### src/rtl/fetch_pkg.sv
// Shared fetch-side types: history and checkpoint widths, checkpoint
// index/count types and the GHR controller FSM encoding.
package fetch_pkg;

  localparam int GHR_W_DEF      = 8;
  localparam int CKPT_DEPTH_DEF = 8;
  localparam int CKPT_IDX_W_DEF = $clog2(CKPT_DEPTH_DEF);

  typedef logic [GHR_W_DEF-1:0]      ghr_t;
  typedef logic [CKPT_IDX_W_DEF-1:0] ckpt_idx_t;
  typedef logic [CKPT_IDX_W_DEF:0]   ckpt_cnt_t;

  typedef enum logic {
    RUN     = 1'b0,
    RECOVER = 1'b1
  } ghr_fsm_t;

endpackage

### src/rtl/fetch_ghr_ckpt_ram.sv
// Checkpoint register file: one synchronous write port, one asynchronous
// read port. Holds the pre-update GHR for each in-flight branch.
module fetch_ghr_ckpt_ram
  import fetch_pkg::*;
#(
  parameter int GHR_W      = GHR_W_DEF,
  parameter int CKPT_DEPTH = CKPT_DEPTH_DEF,
  parameter int CKPT_IDX_W = $clog2(CKPT_DEPTH)
) (
  input  logic                  clk,
  input  logic                  we,
  input  logic [CKPT_IDX_W-1:0] waddr,
  input  logic [GHR_W-1:0]      wdata,
  input  logic [CKPT_IDX_W-1:0] raddr,
  output logic [GHR_W-1:0]      rdata
);

  logic [GHR_W-1:0] mem [CKPT_DEPTH];

  // NOTE: contents are not reset; a slot is always written before any
  // redirect can read it, so a reset would only cost flops and fanout.
  always_ff @(posedge clk) begin
    if (we) mem[waddr] <= wdata;
  end

  assign rdata = mem[raddr];

endmodule

### src/rtl/fetch_ghr_ctrl.sv
// Speculative fetch GHR controller: shifts predictions into fetch_ghr,
// checkpoints history per branch and restores it on redirect.
// Optional redirect counter enabled by `define FETCH_GHR_CTRL_PERF_EN.
module fetch_ghr_ctrl
  import fetch_pkg::*;
#(
  parameter int GHR_W      = GHR_W_DEF,
  parameter int CKPT_DEPTH = CKPT_DEPTH_DEF,
  parameter int CKPT_IDX_W = $clog2(CKPT_DEPTH)
) (
  input  logic                  clk,
  input  logic                  resetn,
  input  logic                  pred_valid,
  input  logic                  pred_taken,
  output logic                  pred_ready,
  output logic [CKPT_IDX_W-1:0] pred_tag,
  input  logic                  cmt_valid,
  input  logic                  redir_valid,
  input  logic [CKPT_IDX_W-1:0] redir_tag,
  input  logic                  redir_taken,
  output logic                  ghr_wen,
  output logic [GHR_W-1:0]      ghr_wdata,
  input  logic [GHR_W-1:0]      ghr_rdata,
  output logic [CKPT_IDX_W:0]   ckpt_cnt
`ifdef FETCH_GHR_CTRL_PERF_EN
  ,
  output logic [15:0]           perf_redir_cnt
`endif
);

  localparam logic [CKPT_IDX_W-1:0] IDX_ONE   = 1;
  localparam logic [CKPT_IDX_W:0]   DEPTH_CNT = (CKPT_IDX_W+1)'(CKPT_DEPTH);

  ghr_fsm_t                state, state_nxt;
  logic [CKPT_IDX_W-1:0]   wptr, wptr_nxt, rptr, rptr_nxt;
  logic [CKPT_IDX_W:0]     cnt_nxt;
  logic [CKPT_IDX_W-1:0]   redir_off;
  logic [GHR_W-1:0]        ckpt_rdata;
  logic                    accept, commit, redir_hit, full;

  fetch_ghr_ckpt_ram #(
    .GHR_W     (GHR_W),
    .CKPT_DEPTH(CKPT_DEPTH),
    .CKPT_IDX_W(CKPT_IDX_W)
  ) u_ckpt_ram (
    .clk  (clk),
    .we   (accept),
    .waddr(wptr),
    .wdata(ghr_rdata),
    .raddr(redir_tag),
    .rdata(ckpt_rdata)
  );

  // Age of the redirected slot relative to the oldest in-flight branch.
  assign redir_off  = redir_tag - rptr;
  assign redir_hit  = resetn & redir_valid & ({1'b0, redir_off} < ckpt_cnt);
  assign full       = (ckpt_cnt == DEPTH_CNT);
  assign pred_ready = resetn & (state == RUN) & ~redir_valid & ~full;
  assign pred_tag   = wptr;
  assign accept     = pred_valid & pred_ready;
  assign commit     = resetn & cmt_valid & (ckpt_cnt != '0);

  // NOTE: every output of this block gets a default first, so no path
  // leaves a signal unassigned and no latch is inferred.
  always_comb begin
    ghr_wen   = 1'b0;
    ghr_wdata = '0;
    state_nxt = RUN;
    wptr_nxt  = wptr;
    rptr_nxt  = commit ? rptr + IDX_ONE : rptr;
    cnt_nxt   = ckpt_cnt + {{CKPT_IDX_W{1'b0}}, accept}
                         - {{CKPT_IDX_W{1'b0}}, commit};
    if (redir_hit) begin
      // The mispredicted branch stays in flight; everything younger is dropped.
      ghr_wen   = 1'b1;
      ghr_wdata = {ckpt_rdata[GHR_W-2:0], redir_taken};
      state_nxt = RECOVER;
      wptr_nxt  = redir_tag + IDX_ONE;
      cnt_nxt   = {1'b0, redir_off} + {{CKPT_IDX_W{1'b0}}, 1'b1}
                                    - {{CKPT_IDX_W{1'b0}}, commit};
    end else if (accept) begin
      ghr_wen   = 1'b1;
      ghr_wdata = {ghr_rdata[GHR_W-2:0], pred_taken};
      wptr_nxt  = wptr + IDX_ONE;
    end
  end

  // NOTE: state registers use non-blocking assignments so every flop
  // samples pre-edge values regardless of statement order.
  always_ff @(posedge clk) begin
    if (!resetn) begin
      state    <= RUN;
      wptr     <= '0;
      rptr     <= '0;
      ckpt_cnt <= '0;
    end else begin
      state    <= state_nxt;
      wptr     <= wptr_nxt;
      rptr     <= rptr_nxt;
      ckpt_cnt <= cnt_nxt;
    end
  end

`ifdef FETCH_GHR_CTRL_PERF_EN
  always_ff @(posedge clk) begin
    if (!resetn)
      perf_redir_cnt <= '0;
    else if (redir_hit && perf_redir_cnt != 16'hFFFF)
      perf_redir_cnt <= perf_redir_cnt + 16'd1;
  end
`endif

endmodule
### config.mk
export PLATFORM = sky130hd
export DESIGN_NAME = fetch_ghr_ctrl
export DESIGN_NICKNAME = d
export VERILOG_FILES = /design/src/rtl/fetch_pkg.sv /design/src/rtl/fetch_ghr_ckpt_ram.sv /design/src/rtl/fetch_ghr_ctrl.sv
export SDC_FILE = /design/constraint.sdc
export NUM_CORES = 1
export LEC_CHECK = 0
export CAP_MARGIN = 40
export CORE_ASPECT_RATIO = 1.5
export CORE_MARGIN = 2
export CORE_UTILIZATION = 55
export CTS_CLUSTER_SIZE = 40
export DETAILED_ROUTE_END_ITERATION = 16
export PLACE_DENSITY = 0.87
export SLEW_MARGIN = 25
export SYNTH_ARGS = -nofsm -noshare
export SYNTH_HDL_FRONTEND = slang
export SYNTH_SLANG_ARGS = --single-unit
### constraint.sdc
create_clock -name clk -period 11.3 [get_ports clk]
set_clock_uncertainty 0.1 [all_clocks]
set_input_delay 2.26 -clock clk [delete_from_list [all_inputs] [get_ports clk]]
set_output_delay 2.26 -clock clk [all_outputs]
set_load 0.05 [all_outputs]
# ---- Word-level counts from Yosys, hierarchy flattened
# Memories as Yosys holds them, arrays and structs flattened.
# Index checks and enable logic that the tools add are counted.
dict set report totals {
  memories 1
  regBits 11
  input_bits 18
  elab_cells 37
  out_inout_bits 17
  ramBits 64
}
dict set report op_classes {
  n_reduce_logical 2
  n_lt_le_gt_ge 1
  n_mux 9
  bitwise 11
  addsub 8
  n_eq_ne 1
}
# name depth width rd rd_clocked_by_memory_dff wr line_no
set memory_table {}
lappend memory_table {u_ckpt_ram.mem 8 8 1 0 1 fetch_ghr_ckpt_ram.sv:18} ;# logic [GHR_W-1:0] mem [CKPT_DEPTH];
# cell n
set op_table {}
lappend op_table {{8-bit two-way mux} 2}
lappend op_table {{3-bit by 1-bit adder with 3-bit output, second input constant} 3}
lappend op_table {{1-bit AND} 8}
lappend op_table {{4-bit by 1-bit subtractor with 4-bit output} 2}
lappend op_table {{3-bit two-way mux} 2}
lappend op_table {{3-bit by 1-bit adder with 4-bit output, second input constant} 1}
lappend op_table {{4-bit by 1-bit adder with 4-bit output} 1}
lappend op_table {{4-bit equality test, second input constant} 1}
lappend op_table {{3-bit by 4-bit < comparator with 1-bit output} 1}
lappend op_table {{1-bit two-way mux} 4}
lappend op_table {{4-bit two-way mux} 1}
lappend op_table {{4-bit nonzero test} 1}
lappend op_table {{1-bit NOT} 3}
lappend op_table {{3-bit subtractor} 1}
lappend op_table {{2-bit nonzero test} 1}

# ---- Logic depth before layout (Yosys ltp)
# Gate-level depths: netlist (run 1).
dict set report depth {
  word_depth 8
  depth_mapped 17
  ltp_nobuf 14
}

# ---- Modules after synthesis
# Synthesis (run 1) repeated with hierarchy kept, for this count alone.
dict set report unflattened {
  cells_unflattened 206
  area_unflattened_um2 3484.6
}
# mod cells_each area_per_inst_um2 seq_area_each_um2 instances
set by_module_without_submodules {}
lappend by_module_without_submodules {fetch_ghr_ckpt_ram 106 2531.2 1921.8 1}
lappend by_module_without_submodules {fetch_ghr_ctrl 100 953.4 220.2 1}

# ---- Least setup slack after synthesis (run 1)
# OpenSTA, ideal clock, no wires.
dict set report synth_timing {
  path_type {input to output}
  startpoint {input redir_tag[0]}
  endpoint {output ghr_wdata[1]}
  slack_ps 4146
  path_stages 13
  n_path_buf 3
  arrival_ps 4794
  required_ps 8940
  cell_sequence {buf_6 -> buf_12 -> inv_1 -> ha_1 -> inv_1 -> fa_1 -> xor2_1 -> xnor2_1 -> ha_1 -> nand4bb_1 -> o211ai_1 -> clkbuf_1 -> a22o_1}
}
dict set report synth_between {
  elab_chain_cells 4
  elab_cells_between_ends 5
  classes_between {add/sub (1); order compare (1); mux (1); bitwise (1); memory (1)}
}
# item line_no
set synth_lines {}
lappend synth_lines {{from (decl)} fetch_ghr_ctrl.sv:19} ;# input logic [CKPT_IDX_W-1:0] redir_tag,
lappend synth_lines {{3-bit subtractor} fetch_ghr_ctrl.sv:55} ;# assign redir_off = redir_tag - rptr;
lappend synth_lines {{3-bit by 4-bit < comparator with 1-bit output} fetch_ghr_ctrl.sv:56} ;# assign redir_hit = resetn & redir_valid & ({1'b0, redir_off} < ckpt_cnt);
lappend synth_lines {{1-bit AND} fetch_ghr_ctrl.sv:56}
lappend synth_lines {{8-bit two-way mux (*)} fetch_ghr_ctrl.sv:73} ;# if (redir_hit) begin
lappend synth_lines {{to (decl)} fetch_ghr_ctrl.sv:22} ;# output logic [GHR_W-1:0] ghr_wdata,
# Mark *: on every way between the ends. The rest lies on a longest branch, timed or not.

# ---- Final worst setup path (run 1)
dict set report layout_timing {
  startpoint {input redir_tag[1]}
  endpoint {output ghr_wdata[7]}
}
# Same word-level chain as after synthesis.

==> results.md, run 1 <==
- Sequential area share after synthesis: 0.608
- Global-route wire length before repair: between 8000 and 9000 um
- Cell mode on critical path: clkdlybuf4s50_1
- Clk slew on worst S/H paths: 60 ps
- R2R Path End: pred_tag[2]
- H-tree Lvls: 3
- Gate Count Post-Synth: just under 200
- CP Max Fanout: 22
- Rel. slew slack: 0.495
- # fillers: ~370
- DIE AREA: between 0.006 and 0.007 mm2
- FF-to-FF setup slack: just under 8000 ps
- Worst Max-Slew Pin Slew: ~750 ps
- Unrepaired setup endpoints after global routing: false
- Share of layout cells above drive strength 1: 0.169
- WS Path Type: input port to primary output
- PD cells: 199 mW/mm2
- Post-synth top area share: 0.538
- Final non-filler cell area: 0.00376 mm2
- PortBufs: 33
- IO Pins: 35
- Final core utilization: 0.685
- Post-synth EDFFs: 56
- Ys async rst share: 0
- Clk sinks: 67
- Area grow syn2layout: 20.4%
- Worst-case reg-to-reg path depth: 14
- Hold path depth: 2
- Hold WS: between 400 and 500 ps
- Syn avg cell area: approximately 16 um2
- Post-detail-place hpwl: ~4000 um
- Fin crit share: 0.744
- Fin. Hold Viols: 0
- Outcome: finished clean
- Final RePlAce weighted congestion: approximately 0.71
- Diode count: 0
- Power, Total: about 0.75 mW
- Reg2Reg Launch Point: rptr[0]
- Post-Route Setup TNS: 0 ps
- ANT nets after route: 0
- Post-Synth XOR/XNOR Area: 0.0224
- Largest cells by area after synthesis: edfxtp_1 54%, dfxtp_1 7.0%, mux4_1 5.9%
- Synth warn: 0
- Remaining DRCs: 0
- F_max: 119 MHz
- Post-synthesis register bit count: 67
- Compound-Gate Fraction of Synth Area: 0.0552
- Fin crit period: around 8400 ps
- Post-Synth Simple-Gate Area: 0.0544
- TritonCTS clock tree: done
- Core Box Area: ~0.0055 mm2
- Predominant post-synthesis flop cell: edfxtp_1
- Via/cell ratio: ~5.7
- Fin nets: about 270
- Die Y-Extent: ~96 um
- Worst Hold Class: flip-flop to flip-flop
- Clock Latency Late Sink: 340 ps
- Vias in the first global route: ~1800
- Hold-fix buffers at CTS: 0
- Setup WS pre-CTS: ~2800 ps
- Largest net degree at the start of global routing: 23
- Adder-cell area share of the yosys netlist: 0.0688
- Post-Layout Cell Count: between 300 and 400
- DRT Wirelength: roughly 5700 um
- Hold path startpoint: rptr[1]
- Wire per inst: around 18 um
- Startpoint types: input port
- Mux contribution to synthesized area: 0.151
- Initial antenna violation count: 0
- Critical path's top delay family: buffers and inverters
- Most frequent cells in the layout: 56 x edfxtp_1, 33 x clkdlybuf4s50_1, 14 x inv_1, 14 x ha_1, 11 x dfxtp_1
- Netlist cell types: 40
- Final setup violating endpoints: 0
- Cell taking the most area after synthesis: edfxtp_1
- CP max stage delay: between 800 and 900 ps
- Starting Density: 0.569
- Endpoint, Worst Hold: rptr[1]
- Buf+Inv Stages, Crit Path: 3
- Die X: 65.6 um
- Slew Limit Fails: 0
- Critical-path cell list: clkdlybuf4s50_1 > fa_1 > xor2_1 > xnor2_1 > ha_1 > nand4bb_1 > o211ai_1 > buf_4 > a22o_1 > clkdlybuf4s50_1
- Synthesized area: about 0.0031 mm2
- PostCTS Resize Cnt: 0
- Gr usage total: 0.198
- Post-CTS Setup Repair Bufs: 0
- GR Overflow Total: 0
- Max-cap violations: 0
- P_leak: ~1.3 nW
- Site row count: 33
- CP endpoint kind: primary output
- CTS Root Cell: clkbuf_8
- Vias: roughly 1800
- CP max stage cell: clkdlybuf4s50_1
- Iter 0 DRT Violations: 48
- Main combinational cell family by area after synthesis: multiplexers
- DRT Pass-1 Iters: 4
- CTS Buf Count: 9
- WP data required: about 8900 ps
- Critical Path AT: 6040 ps
- Peak supply drop: about 0.13 mV
- Commonest non-fill, non-tap cell in the layout: edfxtp_1
- CTS Buffer Depth: 2
- DP Cell Count: just under 300
- DP Area: between 0.003 and 0.004 mm2
- Post-synthesis net count: 227
- Setup ws final: between 2000 and 3000 ps
-- flip-flops by register name (all words and copies together) (netlist names) --
signal	cells
u_ckpt_ram.mem	56
ckpt_cnt	4
pred_tag	3
rptr	3
state	1
-- logic make-up (layout without fill, tap and decap cells) --
family          after synthesis  count (layout)
flops                        67              67
xor+xnor                      8               8
simple gates                 28              28
mux                          26              26
compound gates               24              24
fa+ha+maj                    16              16
buf+inv                      24              73
-- tightest hold or removal path: cells and delay by family (launching register included) --
kind | cells | cell delay, ps
buffers and inverters | 1 | 100
AOI/OAI and AO/OA | 1 | 90
DFF | 1 | 310
-- cell usage after synthesis, types with 3 or more instances --
master    instances
a21oi_1           6
a22o_1            8
clkbuf_1          3
dfxtp_1          11
edfxtp_1         56
ha_1             14
inv_1            14
mux2_2            8
mux2i_1           3
mux4_1            7
mux4_2            7
nand2_1           5
nor2_1            6
nor4b_1           3
o21a_1            3
xnor2_1           6
-- where the power goes --
| group | internal, mW | switching (mW) |
|---|---|---|
| registers | 0.285 | 0.0175 |
| logic | 0.0964 | 0.136 |
| clock network | 0.130 | 0.0839 |
| total | 0.512 | 0.237 |
-- routing by layer --
metal,wire length (um),vias up,track usage
li1,-,838,-
met1,2190,883,0.204
met2,3170,45,0.365
met3,216,15,0.0550
met4,133,0,0.0972
met5,0,-,0
-- how the worst max path moves through the flow --
stage	from	end	depth (start not counted)
2_1_floorplan	redir_tag[0]	ghr_wdata[1]	13
3_3_place_gp	redir_tag[1]	ghr_wdata[3]	10
3_5_place_dp	redir_tag[1]	ghr_wdata[7]	10
4_1_cts	redir_tag[1]	ghr_wdata[7]	10
5_1_grt	redir_tag[1]	ghr_wdata[7]	10
6_report	redir_tag[1]	ghr_wdata[7]	10
-- area by class of cell --
| class | count | area, um2 | area share |
|---|---|---|---|
| Clock inverter | 4 | 73.8 | 0.0196 |
| Tap cell | 70 | 87.6 | 0.0233 |
| Sequential cell | 67 | 1900 | 0.505 |
| Clock buffer | 12 | 145 | 0.0386 |
| Timing Repair Buffer | 42 | 398 | 0.106 |
| Inverter | 15 | 56.3 | 0.0150 |
| Multi-Input combinational cell | 102 | 1100 | 0.293 |
Power figures use the tool's default switching activity.
==> inputs of run 2 (changes only) <==
==> constraint.sdc (replaced) <==
create_clock -name clk -period 8.1 [get_ports clk]
set_clock_uncertainty 0.1 [all_clocks]
set_input_delay 1.62 -clock clk [delete_from_list [all_inputs] [get_ports clk]]
set_output_delay 1.62 -clock clk [all_outputs]
set_load 0.05 [all_outputs]
==> run 2 against run 1 <==
  * Hold slack worse by 18 ps
  * Critical path depth is 3 higher
  * Core utilization is 0.55 points lower
  * Power is 33% higher
  * Non-clock buffer count is 1 higher
  * Cell count is 0.32% higher
  * Register-to-register slack worse by 3300 ps
  * Via count is 0.62% higher
  * Worst setup slack worse by 1700 ps
  * Critical endpoint unchanged
  * Largest cell class unchanged
  * Largest power group unchanged
==> results.md, run 2 (same netlist as run 1, synthesis figures left out) <==
- Outcome: finished clean
- CTS Buf Count: 9 (unchanged)
- Worst Max-Slew Pin Slew: 750 ps (-4.90 ps)
- Starting Density: 0.569 (unchanged)
- Slew Limit Fails: 0 (unchanged)
- GR Overflow Total: 0 (unchanged)
- Vias: 1792 (+0.62%)
- Post-Layout Cell Count: 313 (+0.32%)
- Via/cell ratio: 5.73 (+0.30%)
- Most frequent cells in the layout: 56 x edfxtp_1, 33 x clkdlybuf4s50_1, 14 x inv_1, 14 x ha_1
- Clk sinks: 67 (unchanged)
- Die X: 65.6 um (unchanged)
- Largest net degree at the start of global routing: 20 (-13%)
- Fin. Hold Viols: 0 (unchanged)
- Startpoint types: input port
- PortBufs: 33 (unchanged)
- CTS Buffer Depth: 2 (unchanged)
- H-tree Lvls: 3 (unchanged)
- TritonCTS clock tree: done
- Largest regs: u_ckpt_ram.mem (56), ckpt_cnt (4)
- Rel. slew slack: 0.498 (+0.00300)
- Largest Register: u_ckpt_ram.mem
- Die Y-Extent: 96.3 um (unchanged)
- Remaining DRCs: 0 (unchanged)
- Critical-path cell list: clkdlybuf4s50_1 > inv_1 > ha_1 > inv_1 > fa_1 > xor2_1 > xnor2_1 > ha_1 > nand4bb_1 > o211ai_1 > buf_4 > a22o_1 > clkdlybuf4s50_1
- ANT nets after route: 0 (unchanged)
- Initial antenna violation count: 0 (unchanged)
- Post-Route Setup TNS: 0 ps (unchanged)
- Wire per inst: 18.7 um (+2.1%)
- Core Box Area: 0.00549 mm2 (unchanged)
- Iter 0 DRT Violations: 76 (+58%)
- Site row count: 33 (unchanged)
- Post-CTS Setup Repair Bufs: 0 (unchanged)
- Worst Hold Class: flip-flop to flip-flop
- Fin crit share: 0.850
- Fin nets: 272 (+0.37%)
- Diode count: 0 (unchanged)
- Global-route wire length before repair: 9170 um (+5.3%)
- Gr usage total: 0.211 (+0.0125)
- Fin crit period: just under 7000 ps
- Hold-fix buffers at CTS: 0 (unchanged)
- Clk slew on worst S/H paths: 70 ps (about the same)
- Peak supply drop: 0.152 mV (+15%)
- Post-detail-place hpwl: 4010 um (-0.26%)
- P_leak: 1.32 nW (-1.0%)
- DIE AREA: 0.00632 mm2 (unchanged)
- CP Max Fanout: 19 (-14%)
- Commonest non-fill, non-tap cell in the layout: edfxtp_1
- DRT Wirelength: 5850 um (+2.4%)
- CTS Root Cell: clkbuf_8
- F_max: approximately 150 MHz
- PD cells: 267 mW/mm2 (+34%)
- Final RePlAce weighted congestion: 0.731 (+2.4%)
- Area grow syn2layout: 19.4%
- Final setup violating endpoints: 0 (unchanged)
- Critical Path AT: 5170 ps (-870 ps)
- WP data required: 6380 ps (-2560 ps)
- Clock Latency Late Sink: 330 ps (about the same)
- CP max stage cell: clkdlybuf4s50_1
- IO Pins: 35 (unchanged)
- PostCTS Resize Cnt: 0 (unchanged)
- Vias in the first global route: 1804 (+2.0%)
- WS Path Type: input port to primary output
- DRT Pass-1 Iters: 5 (+1)
- DP Cell Count: 297 (+0.34%)
- Unrepaired setup endpoints after global routing: false
- CP max stage delay: 800 ps (about the same)
- Share of layout cells above drive strength 1: 0.177 (+0.00753)
- Largest register FFs: 56 (unchanged)
- CP endpoint kind: primary output
- Max-cap violations: 0 (unchanged)
==> run 2: cell count changes in the layout (fill, tap and decap cells not counted), sizes merged <==
cell      change
buf           +1
clkinvlp      +1
bufinv        -2
clkinv        +1
==> run 2: area by class of cell <==
cell class	count	area, um2
Sequential cell	67	1900
Fill cell	369	1760
Multi-Input combinational cell	102	1100
Timing Repair Buffer	43	405
Clock buffer	12	155
Tap cell	70	87.6
Inverter	15	56.3
Clock inverter	4	26.3
==> run 2: final timing paths <==
| path | from | to | slack [ps] | cells past startpoint |
|---|---|---|---|---|
| max | redir_tag[0] | ghr_wdata[7] | 1210 | 13 |
| min | rptr[1] | rptr[1] | 430 | 2 |
| max reg2reg | rptr[0] | pred_tag[2] | 4490 | 14 |
| min reg2reg | rptr[1] | rptr[1] | 430 | 2 |
==> run 2: through the flow <==
stage	cell area, um2	util	power [mW]	hold slack, ps	worst slack, ps
floorplan	3130	-	0.659	396	2230
global placement	3550	0.647	0.747	418	1200
detailed placement	3550	0.647	0.759	428	1200
CTS	3730	0.680	1.00	438	1190
global route	3730	0.680	1.05	474	1020
finish	3730	0.680	0.996	433	1210
==> run 2: layer usage <==
| metal | GRT usage | wire length (um) |
|---|---|---|
| met1 | 0.229 | 2190 |
| met5 | 0 | 0 |
| met2 | 0.377 | 3270 |
| met3 | 0.0561 | 276 |
| met4 | 0.104 | 112 |
==> run 2: critical path: cells and delay by family <==
| family | cells | cell delay (ps) |
|---|---|---|
| compound gates | 2 | 400 |
| xor+xnor | 2 | 460 |
| fa+ha+maj | 3 | 790 |
| buf+inv | 5 | 1710 |
| simple gates | 1 | 180 |
==> run 2: power by group <==
part	internal (mW)	switching, mW
Combinational	0.136	0.192
Clock	0.127	0.119
Sequential	0.398	0.0248
==> RTL edit 1 (settings of run 2) <==
Put one more register stage on the output `ckpt_cnt`, without a reset. The value now appears one clock later. The other outputs are not delayed to match.
--- a/src/rtl/fetch_ghr_ctrl.sv
+++ b/src/rtl/fetch_ghr_ctrl.sv
@@ -31,6 +31,8 @@
   localparam logic [CKPT_IDX_W-1:0] IDX_ONE   = 1;
   localparam logic [CKPT_IDX_W:0]   DEPTH_CNT = (CKPT_IDX_W+1)'(CKPT_DEPTH);
 
+  logic [CKPT_IDX_W:0] ckpt_cnt_s0;
+
   ghr_fsm_t                state, state_nxt;
   logic [CKPT_IDX_W-1:0]   wptr, wptr_nxt, rptr, rptr_nxt;
   logic [CKPT_IDX_W:0]     cnt_nxt;
@@ -53,12 +55,12 @@
 
   // Age of the redirected slot relative to the oldest in-flight branch.
   assign redir_off  = redir_tag - rptr;
-  assign redir_hit  = resetn & redir_valid & ({1'b0, redir_off} < ckpt_cnt);
-  assign full       = (ckpt_cnt == DEPTH_CNT);
+  assign redir_hit  = resetn & redir_valid & ({1'b0, redir_off} < ckpt_cnt_s0);
+  assign full       = (ckpt_cnt_s0 == DEPTH_CNT);
   assign pred_ready = resetn & (state == RUN) & ~redir_valid & ~full;
   assign pred_tag   = wptr;
   assign accept     = pred_valid & pred_ready;
-  assign commit     = resetn & cmt_valid & (ckpt_cnt != '0);
+  assign commit     = resetn & cmt_valid & (ckpt_cnt_s0 != '0);
 
   // NOTE: every output of this block gets a default first, so no path
   // leaves a signal unassigned and no latch is inferred.
@@ -68,7 +70,7 @@
     state_nxt = RUN;
     wptr_nxt  = wptr;
     rptr_nxt  = commit ? rptr + IDX_ONE : rptr;
-    cnt_nxt   = ckpt_cnt + {{CKPT_IDX_W{1'b0}}, accept}
+    cnt_nxt   = ckpt_cnt_s0 + {{CKPT_IDX_W{1'b0}}, accept}
                          - {{CKPT_IDX_W{1'b0}}, commit};
     if (redir_hit) begin
       // The mispredicted branch stays in flight; everything younger is dropped.
@@ -92,12 +94,12 @@
       state    <= RUN;
       wptr     <= '0;
       rptr     <= '0;
-      ckpt_cnt <= '0;
+      ckpt_cnt_s0 <= '0;
     end else begin
       state    <= state_nxt;
       wptr     <= wptr_nxt;
       rptr     <= rptr_nxt;
-      ckpt_cnt <= cnt_nxt;
+      ckpt_cnt_s0 <= cnt_nxt;
     end
   end
 
@@ -110,4 +112,8 @@
   end
 `endif
 
+  always_ff @(posedge clk) begin
+    ckpt_cnt <= ckpt_cnt_s0;
+  end
+
 endmodule
Check against the original RTL: not equivalent (Yosys sat finds a counterexample within 4 cycles, from zero or initial values and one cycle with resetn low).
==> RTL edit 1 against run 2 <==
  * Sequential cell count increased by 4
  * Power increased by 6.8%
  * Sequential power increased by 8.0%
  * Synthesized cell count increased by 3.1%
  * Final area increased by 2.7%
  * Critical path depth decreased by 1
  * Worst setup slack got worse by 0.090 ns
  * Hold slack got worse by 0.18 ns
  * Register-to-register slack got worse by 0.23 ns
  * Area after synthesis increased by 3.1%
  * Wire length decreased by 1.2%
  * Critical endpoint is now ghr_wdata[3]
  * Largest cell class unchanged
  * Largest power group unchanged
==> RTL edit 1: results (changes against run 2) <==
STA
  – Setup TNS Final: 0 ns (unchanged)
  – Actual slew at the worst max-slew pin: 0.809 ns (+0.0590 ns)

Finish
  – Final net count: 279 (+2.6%)
  – Ant diodes: 0 (unchanged)
  – Seq cells: 71 (+6.0%)
  – Multi-In Gates: 106 (+3.9%)
  – Inverters excl. clock: 13 (-2)
  – Share of cells above drive strength 1: 0.172 (-0.00495)
  – Layout fillers: 393 (+6.5%)
  – Regs by FF count: u_ckpt_ram.mem: 56 flops, ckpt_cnt: 4 flops, ckpt_cnt_s0: 4 flops
  – Clock buffer cells: 9 (-3)
  – Buffering overhead: 0.108 (-0.000947)
  – FF+latch area: 0.00198 mm^2 (+4.2%)
  – Clock buf/inv share: 0.0479 (-0.000647)
  – Multi-input logic area: 0.00112 mm^2 (+1.6%)
  – Non-clock buffers: 44 (+2.3%)

Setup path
  – Crit path max-delay cell type: clkdlybuf4s50_1
  – Crit path max fanout: 15 (-4)
  – CP max stage delay: 0.80 ns (about the same)
  – Crit Reg-Reg Endpoint: pred_tag[2]$_SDFFE_PN0P_
  – Crit path max-delay family: buffers and inverters
  – Flop-to-flop setup slack: 4.26 ns (-0.23 ns)

Clock tree
  – Clock transition at path regs: about 0.08 ns
  – Max Root-Sink Buffers: 2 (unchanged)
  – Root Driver: clkbuf_8
  – Worst-Skew Late Latency: 0.35 ns (+0.02 ns)
  – # Post-CTS Setup Buffers: 0 (unchanged)

Place
  – Dpl ws: 1.13 ns (-0.0679 ns)
  – DP Wirelength: 3.85 mm (-4.0%)
  – Port buffer count: 33 (unchanged)
  – Routability cong.: 0.737 (+0.88%)
  – Cell Count Post-Placement: 306 (+3.0%)

Global route
  – Tot GR Track Use: 0.196 (-0.0145)
  – First-pass GRT wire length: 9.00 mm (-1.9%)
  – Largest net degree at the start of global routing: 17 (-15%)
  – Vias in the first global route: 1781 (-1.3%)

Yosys
  – Area contributors post-synth: edfxtp_1 52%, dfxtp_1 9.3%, mux4_1 6.5%
  – Number of synthesized flops with an enable pin: 56 (unchanged)
  – Syn_nets: 233 (+2.6%)
  – Xor and xnor area share after synthesis: 0.0190 (-0.00339)
  – Adder-cell share of the synthesized area: 0.0668 (-0.00206)
  – Commonest cells in the netlist: 56 x edfxtp_1, 15 x dfxtp_1, 14 x ha_1, 12 x inv_1
  – Syn Inst Count: 199 (+3.1%)
  – Synth Area in Compound Gates: 0.0559 (+0.000679)
  – Mux cell area share after synthesis: 0.141 (-0.00996)
  – Register area share after synthesis: 0.615 (+0.00666)
  – Yosys cell types: 46 (+15%)

Hold path
  – Hold path endpoint: ckpt_cnt[2]$_DFF_P_
  – Hold_sp: ckpt_cnt_s0[2]$_SDFF_PN0_
  – Hold depth: 0 (-2)

Route
  – Via/cell ratio: 5.62 (-1.8%)
  – Via count: 1811 (+1.1%)
  – Drt first pass iters: 4 (-1)
  – DRT iter0 DRCs: 107 (+41%)
  – Drt total wl: 5.78 mm (-1.2%)

Power and ir drop
  – Switching Share: 0.355 (+0.0175)
  – Peak supply drop: 0.144 mV (-5.7%)
  – Static leakage: 0.00140 uW (+6.4%)

Status
  – Status: finished clean
==> RTL edit 1: power groups by stage <==
stage                     logic, uW  clock network [uW]  registers [uW]
after floorplan                 210                   0             500
after global placement          347                   0             463
after detailed placement        352                   0             465
after CTS                       354                 264             457
after global routing            379                 278             461
final                           350                 258             457
==> RTL edit 1: per-layer routing <==
metal	GRT usage	part of all wire
met5	0	0
met4	0.0895	0.016
met3	0.0484	0.029
met1	0.234	0.42
met2	0.330	0.54
==> RTL edit 1: worst reg2reg max path: stages, from the launching register on <==
cell	delay, ns
dfxtp_1	0.39
ha_1	0.16
inv_1	0.05
fa_1	0.38
xor2_1	0.16
xnor2_1	0.24
ha_1	0.27
or4bb_1	0.49
o211ai_2	0.32
buf_4	0.26
mux2_1	0.33
ha_1	0.21
xnor2_1	0.13
nand2_1	0.07
o211a_1	0.16
==> RTL edit 1: how the worst max path moves through the flow <==
stage / endpoint / startpoint / slack, ns
global route: ghr_wdata[1] / redir_tag[0] / 1.01
CTS: ghr_wdata[3] / redir_tag[0] / 1.11
detailed placement: ghr_wdata[6] / redir_tag[1] / 1.13
global placement: ghr_wdata[5] / redir_tag[1] / 1.16
floorplan: ghr_wdata[0] / redir_tag[0] / 1.94
finish: ghr_wdata[3] / redir_tag[0] / 1.12
==> RTL edit 1: metrics by stage <==
stage	power (uW)	hold slack, ns	utilization	cell area [um^2]
2_1_floorplan	710	0.231	-	3220
3_3_place_gp	810	0.236	0.636	3650
3_5_place_dp	817	0.241	0.636	3650
4_1_cts	1080	0.256	0.668	3840
5_1_grt	1120	0.260	0.668	3840
6_report	1060	0.256	0.668	3840
==> RTL edit 2 (config.mk and constraints of run 2) <==
Without the edit above. Build with the macro `FETCH_GHR_CTRL_PERF_EN` defined.
--- a/src/rtl/fetch_ghr_ctrl.sv
+++ b/src/rtl/fetch_ghr_ctrl.sv
@@ -1,6 +1,8 @@
 // Speculative fetch GHR controller: shifts predictions into fetch_ghr,
 // checkpoints history per branch and restores it on redirect.
 // Optional redirect counter enabled by `define FETCH_GHR_CTRL_PERF_EN.
+`define FETCH_GHR_CTRL_PERF_EN
+
 module fetch_ghr_ctrl
   import fetch_pkg::*;
 #(
Behaviour (old outputs only; new: perf_redir_cnt): unchanged (Yosys induction, for registers that start in step).
==> RTL edit 2 against run 2 <==
  * Final area increased by 23%
  * Area after synthesis increased by 23%
  * Worst setup slack got worse by 0.090 ns
  * Synthesized cell count increased by 57%
  * Wire length increased by 35%
  * Sequential power increased by 19%
  * Utilization decreased by 0.31 points
  * Sequential cell count increased by 16
  * Power increased by 10%
  * Clock power increased by 3%
  * Register-to-register slack got worse by 0.09 ns
  * Critical path type unchanged
  * Highest routed layer unchanged
==> RTL edit 2: results (changes against run 2) <==
Yosys
  – Yosys Warn Count: 0 (unchanged)
  – Synth Area in Compound Gates: 0.0844 (+0.0292)
  – Register area share after synthesis: 0.579 (-0.0294)
  – Xor and xnor area share after synthesis: 0.0205 (-0.00187)
  – Commonest cells in the netlist: 56 x edfxtp_1, 37 x nand2_1, 27 x dfxtp_1, 16 x a21oi_1, 16 x inv_1
  – Asr flop ratio synth: 0 (unchanged)
  – Syn_nets: 338 (+49%)
  – Yosys cell types: 48 (+20%)
  – Number of synthesized flops with an enable pin: 56 (unchanged)
  – Adder-cell share of the synthesized area: 0.0593 (-0.00951)
  – Mux cell area share after synthesis: 0.100 (-0.0509)
  – Area contributors post-synth: edfxtp_1 44%, dfxtp_1 14%, mux4_2 8.2%

Route
  – Drt total wl: 7.87 mm (+35%)
  – Via count: 2568 (+43%)
  – DRT iter0 DRCs: 203 (+170%)
  – Drt first pass iters: 4 (-1)

STA
  – Relative slew slack: 0.494 (-0.00441)
  – Hold slack: 0.403 ns (-0.0307 ns)

Clock tree
  – Clock transition at path regs: around 0.08 ns
  – Post-CTS Resized: 0 (unchanged)
  – Root Driver: clkbuf_8
  – # Post-CTS Setup Buffers: 0 (unchanged)
  – CTS Buf Count: 9 (unchanged)

Power and ir drop
  – P_comb: 338 uW (+3%)
  – Clock-net power: 255 uW (+3%)
  – Static leakage: 0.00159 uW (+20%)
  – Peak supply drop: 0.152 mV (about the same)
  – P_int: 715 uW (+8.2%)

Finish
  – Final net count: 392 (+44%)
  – Share of cells above drive strength 1: 0.152 (-0.0250)
  – Ant diodes: 0 (unchanged)
  – Regs by FF count: u_ckpt_ram.mem: 56 flops, perf_redir_cnt: 16 flops, ckpt_cnt: 4 flops

Status
  – Status: finished clean

Setup path
  – Crit path max fanout: 19 (unchanged)
  – Worst r2r src: rptr[0]$_SDFFE_PN0P_
  – Crit path max-delay cell type: clkdlybuf4s50_1
  – Crit path max-delay family: buffers and inverters
  – Worst-case reg-to-reg path depth: 15 (+1)
  – CP arrival: 5.26 ns (+0.09 ns)
  – Crit path capture: ghr_wdata[1]
  – CP max stage delay: 0.86 ns (+0.06 ns)
  – Flop-to-flop setup slack: 4.40 ns (-0.09 ns)

Hold path
  – Hold path endpoint: perf_redir_cnt[15]$_SDFFE_PN0P_
  – Hold depth: 2 (unchanged)
  – Hold_sp: perf_redir_cnt[15]$_SDFFE_PN0P_

Place
  – DP Wirelength: 5.45 mm (+36%)
  – Port buffer count: 49 (+48%)
  – Dpl ws: 1.12 ns (-0.0798 ns)
  – Routability cong.: 0.795 (+8.8%)

Global route
  – First-pass GRT wire length: 12.8 mm (+40%)
  – Tot GR Track Use: 0.223 (+0.0121)
==> RTL edit 2: cell types whose count changed after synthesis, sizes merged, moves of 6 or more <==
cell    change
nand2      +32
dfxtp      +16
o21ai      +13
nand3      +11
a21oi      +10
mux2        -9
a22o        -7
nor3        +7
clkbuf      +6
o31ai       +6
or4         +6
==> RTL edit 2: layout make-up <==
cell class | instances | area [um^2]
clock buffers | 9 | 124
inverters | 17 | 63.8
flip-flops and latches | 83 | 2220
multi-input cells | 188 | 1500
fillers | 455 | 2200
well taps | 78 | 97.6
repair buffers | 58 | 558
clock inverters | 7 | 43.8
==> RTL edit 2: worst register-to-register path, cell delays in order (launching register included) <==
cell      delay, ns
dfxtp_1        0.38
ha_1           0.16
inv_1          0.05
fa_1           0.49
ha_1           0.30
a21boi_0       0.21
o211ai_2       0.15
nand2_1        0.51
inv_1          0.15
buf_4          0.22
nand2_1        0.10
nand2_1        0.07
ha_1           0.23
xor2_1         0.14
o21ai_0        0.21
a21oi_1        0.08
==> RTL edit 2: kinds of logic after synthesis <==
family / count (synthesis)
xor+xnor: 9
flops: 83
fa+ha+maj: 17
mux: 21
simple gates: 91
compound gates: 50
buf+inv: 32
==> RTL edit 2: layer usage <==
layer,global-route usage,up-vias,wire length [um]
met3,0.0474,7,448
met4,0.0768,0,92
met5,0,-,0
met1,0.271,1246,3130
li1,-,1239,-
met2,0.386,76,4200
==> RTL edit 2: through the flow <==
step           power (uW)  std cells  area (um^2)
6_report             1100        440         4610
4_1_cts              1100        440         4610
5_1_grt              1150        440         4610
3_5_place_dp          849        424         4440
2_1_floorplan         745        303         3840
3_3_place_gp          831        423         4420
